## src/rtl/countdown5_seq.sv

```systemverilog
// countdown5_seq: iteration counter / controller for the multi-cycle datapath.
// Loads the upstream operand on start, steps it toward the terminal value
// (0 counting down, all-ones counting up), then pulses done together with
// reg_en so the upstream operand register captures its next value.
module countdown5_seq #(
    parameter int unsigned WIDTH = 32'd5,
    parameter bit          UP    = 1'b0
) (
    input  logic             clk,
    input  logic             rst,
    input  logic             start,
    input  logic [WIDTH-1:0] a,
    input  logic             step,
    input  logic             clr,
    output logic [WIDTH-1:0] cnt,
    output logic             busy,
    output logic             done,
    output logic             zero,
    output logic             reg_en
);

    // Terminal value and the value one count before it in the count direction.
    localparam logic [WIDTH-1:0] TERM     = UP ? {WIDTH{1'b1}} : {WIDTH{1'b0}};
    localparam logic [WIDTH-1:0] PRE_TERM = UP ? {{(WIDTH-1){1'b1}}, 1'b0}
                                               : {{(WIDTH-1){1'b0}}, 1'b1};

    typedef enum logic [1:0] {
        IDLE = 2'd0,
        RUN  = 2'd1,
        DONE = 2'd2
    } state_t;

    state_t           state_r;
    state_t           state_next_s;
    logic [WIDTH-1:0] cnt_r;
    logic [WIDTH-1:0] cnt_next_s;
    logic             busy_r;
    logic             done_r;
    logic             reg_en_r;

    // One count toward the terminal value; modulo 2^WIDTH by construction.
    function automatic logic [WIDTH-1:0] count_step(input logic [WIDTH-1:0] value);
        logic [WIDTH-1:0] one;
        one = {{(WIDTH-1){1'b0}}, 1'b1};
        if (UP) begin
            count_step = value + one;
        end else begin
            count_step = value - one;
        end
    endfunction

    // Next-state and next-count decode; clr always wins over start/step.
    always_comb begin
        state_next_s = state_r;
        cnt_next_s   = cnt_r;
        case (state_r)
            IDLE: begin
                if (clr) begin
                    state_next_s = IDLE;
                    cnt_next_s   = {WIDTH{1'b0}};
                end else if (start) begin
                    cnt_next_s = a;
                    if (a == TERM) begin
                        state_next_s = DONE;
                    end else begin
                        state_next_s = RUN;
                    end
                end else begin
                    state_next_s = IDLE;
                    cnt_next_s   = cnt_r;
                end
            end
            RUN: begin
                if (clr) begin
                    state_next_s = IDLE;
                    cnt_next_s   = {WIDTH{1'b0}};
                end else if (step) begin
                    cnt_next_s = count_step(cnt_r);
                    if (cnt_r == PRE_TERM) begin
                        state_next_s = DONE;
                    end else begin
                        state_next_s = RUN;
                    end
                end else begin
                    state_next_s = RUN;
                    cnt_next_s   = cnt_r;
                end
            end
            DONE: begin
                // The done cycle itself is already committed in the output
                // registers; clr only affects where we land afterwards.
                state_next_s = IDLE;
                if (clr) begin
                    cnt_next_s = {WIDTH{1'b0}};
                end else begin
                    cnt_next_s = cnt_r;
                end
            end
            default: begin
                state_next_s = IDLE;
                cnt_next_s   = {WIDTH{1'b0}};
            end
        endcase
    end

    // State, count and registered status outputs; async reset clears all at once.
    always_ff @(posedge clk or negedge rst) begin
        if (!rst) begin
            state_r  <= IDLE;
            cnt_r    <= {WIDTH{1'b0}};
            busy_r   <= 1'b0;
            done_r   <= 1'b0;
            reg_en_r <= 1'b0;
        end else begin
            state_r  <= state_next_s;
            cnt_r    <= cnt_next_s;
            busy_r   <= (state_next_s != IDLE);
            done_r   <= (state_next_s == DONE);
            reg_en_r <= (state_next_s == DONE);
        end
    end

    assign cnt    = cnt_r;
    assign busy   = busy_r;
    assign done   = done_r;
    assign reg_en = reg_en_r;
    assign zero   = (cnt_r == TERM);

endmodule

```

## config.mk

```make
export PLATFORM = sky130hd
export DESIGN_NAME = countdown5_seq
export DESIGN_NICKNAME = d
export VERILOG_FILES = /design/src/rtl/countdown5_seq.sv
export SDC_FILE = /design/constraint.sdc
export NUM_CORES = 1
export LEC_CHECK = 0
export ABC_AREA = 1
export BUFFER_PORTS_ARGS = -buffer_cell sky130_fd_sc_hd__buf_4
export CORE_AREA = 4 4 41 43
export DETAILED_ROUTE_END_ITERATION = 8
export DIE_AREA = 0 0 45 47
export PLACE_DENSITY = 0.71
export RECOVER_POWER = 50
export SLEW_MARGIN = 20
export SYNTH_ARGS = -nofsm -noshare
export SYNTH_HDL_FRONTEND = slang
export SYNTH_SLANG_ARGS = --single-unit
```

## constraint.sdc

```tcl
create_clock -name clk -period 1.3 [get_ports clk]
set_input_delay 0 -clock clk [delete_from_list [all_inputs] [get_ports clk]]
set_output_delay 0 -clock clk [all_outputs]
set_load 0.01 [all_outputs]
```

==> impl_metrics.yaml <==
logic_synthesis:
  ys_ff_latch: 9
  synth_area_leader_cell: "dfrtp_1"
  synth_top_area_share_pct: 37.9
  syn_nets: 101
  syn_inst: 88
  yosysUniqueCellTypes: 15
  ys_seq_area_share_pct: 37.9
  synth.avg_cell_area_um2: 6.75
  synth_area_um2: 594
  ys_warn_count: 0
  ys_top_cells_by_area: "dfrtp_1 (38%), nand2_1 (19%), ha_1 (6.3%), inv_1 (6.3%), nand3_1 (5.1%)"
finish:
  instances_no_fill: 125
  final_common_cell: "nand2_1"
  drive_above_1_share_pct: 28.2
  diodes: 0
  area_growth_pct: 28.0
  final_cell_mix: "nand2_1 (30), buf_4 (13), inv_1 (9), dfrtp_1 (9)"
  fin_nets: 124
global_routing:
  grt_pass1_vias: 524
  grt_pass1_wl_um: 2210
  grt_antenna_before_repair: 0
  overflow: 0
  grt_max_degree: 10
  grtUsageTotal_pct: 14.6
floorplanning:
  core-area_um2: 1300
  die_w_um: 45
  die_area_um2: 2120
  die_y_um: 47
  start_util_pct: 45.7
  ios: 19
  row_count: 13
pwr:
  p_leak_nw: 0.444
  p_per_area_nw_per_um2: 1200
  clock_power_share_pct: 22.7
  power.share.sequential_pct: 39.7
  p_switching_w: 0.000333
  p_total_w: 0.000916
  comb_power_share_pct: 37.6
  p_sw_share_pct: 36.3
  cell_internal_pwr_w: 0.000583
  peakVddDrop_mv: 0.739
detailed_routing:
  routedWlPerCell_um: 10.4
  drcViolationCount: 0
  drt-initial-drc-count: 6
  routed_wl_um: 1310
  vias: 580
  dr.pass1.iters: 4
  antenna_left: 0
  viasPerCell: 4.64
timing:
  fmax_mhz: 836
  setup_viol_count_final: 0
  skew_ns: 0.00652
  finalSetupTns_ns: 0
  holdWs_ns: 0.0228
  period_share_pct: 92.0
  slew-limit-headroom_pct: 67.9
  drv_slew: 0
  worst_pin_slew_ns: 0.481
  hold_viol: 0
  rsz0062_at_grt: "false"
  fin_crit_ns: 1.20
placed_design:
  gp_congestion: 0.842
  dp.cells: 120
  dpl.hpwl_um: 1090
  port_buffers: 18
job:
  max_cap_violations: 0
setup_path:
  critPathMaxFanout: 6
  cp_data_required_time_ns: 1.44
  end_kind: "register"
  critPathKind: "reg2reg"
  cp-start-kind: "register"
  worst_ep_arrival_time_ns: 1.34
clock_network:
  cts-root-buf: "clkbuf_4"
  tritoncts: "built"
  cts.sink_count: 9
  clk_latency_ns: 0.26
  cts_buffer_depth: 2
  htree_levels: 1
  cts_setup_buffers: 0
  cts_buffers: 3
  path_clk_slew_ns: 0.06
status:
  status: "finished, final reports clean"
min_path:
  hold_path.class: "in2reg"
==> synth_stat cells (all sizes together) <==
| library cell | instances |
|---|---|
| buf | 1 |
| a21oi | 1 |
| nand3 | 8 |
| nor2 | 11 |
| nand2 | 31 |
| nand4 | 2 |
| inv | 17 |
| ha | 3 |
| o21ai | 5 |
| dfrtp | 9 |
==> power groups by stage <==
stage                     registers [W]  logic, W  clock network [W]
after CTS                      0.000363  0.000357           0.000216
after detailed placement       0.000367  0.000353                  0
after global placement         0.000366  0.000351                  0
after global routing           0.000370  0.000395           0.000232
after floorplan                0.000376  0.000201                  0
final                          0.000363  0.000344           0.000208
==> path summary, 6_finish.rpt <==
kind | endpoint | slack, ns | from | depth (start not counted)
worst min-delay path | cnt[2] | 0.02 | clr | 4
min in group asynchronous | cnt[0] | 0.21 | rst | 2
worst min register to register | cnt[3] | 0.58 | cnt[3] | 2
worst max register to register | cnt[2] | 0.10 | cnt[0] | 7
max in group asynchronous | cnt[2] | 0.76 | rst | 2
worst max-delay path | cnt[2] | 0.10 | cnt[0] | 7
==> cell type report <==
type	count	area, um2
Inverter	17	63.8
Timing Repair Buffer	19	126
Fill cell	134	541
Tap cell	15	18.8
Sequential cell	9	225
Multi-Input combinational cell	61	300
Clock buffer	4	26.3
==> routing by layer <==
metal / track usage [%] / wire [um]
met4: 1.75 / 0
met1: 17.5 / 571
met3: 6.90 / 81
met5: 0 / 0
met2: 24.6 / 652
==> critical path, cell delays in order (launching register included) <==
cell and delay, ns:
dfrtp_1 0.40, inv_2 0.12, ha_2 0.22, nand2_1 0.06
nand4_1 0.08, o21ai_0 0.08, nand2_1 0.07, nand2_1 0.05
==> state kept, by name (all words and copies together), names as in the netlist <==
name	flops
state_r	2
busy	1
reg_en	1
cnt	5
==> through the flow <==
stage	worst slack [ns]	util, %	cell area (um2)
finish	0.103	58.5	761
global route	0.00319	58.5	761
CTS	0.0531	59.7	777
floorplan	0.167	-	594
global placement	0.108	56.9	741
detailed placement	0.0820	56.9	741
==> kinds of logic after synthesis <==
kind of cell | after synthesis | synth area share [%]
buffers and inverters | 18 | 12.0
AND/OR/NAND/NOR | 52 | 38.7
adder cells (fa/ha/maj) | 3 | 6.32
AO/OA/AOI/OAI | 6 | 5.05
flip-flops | 9 | 37.9
==> what timing repair did <==
item                                   CTS  global route
setup endpoints to repair                0             3
gates resized for setup                  0             2
hold buffers                             1             0
endpoints found under the hold margin    9             0
Power figures use the tool's default switching activity.
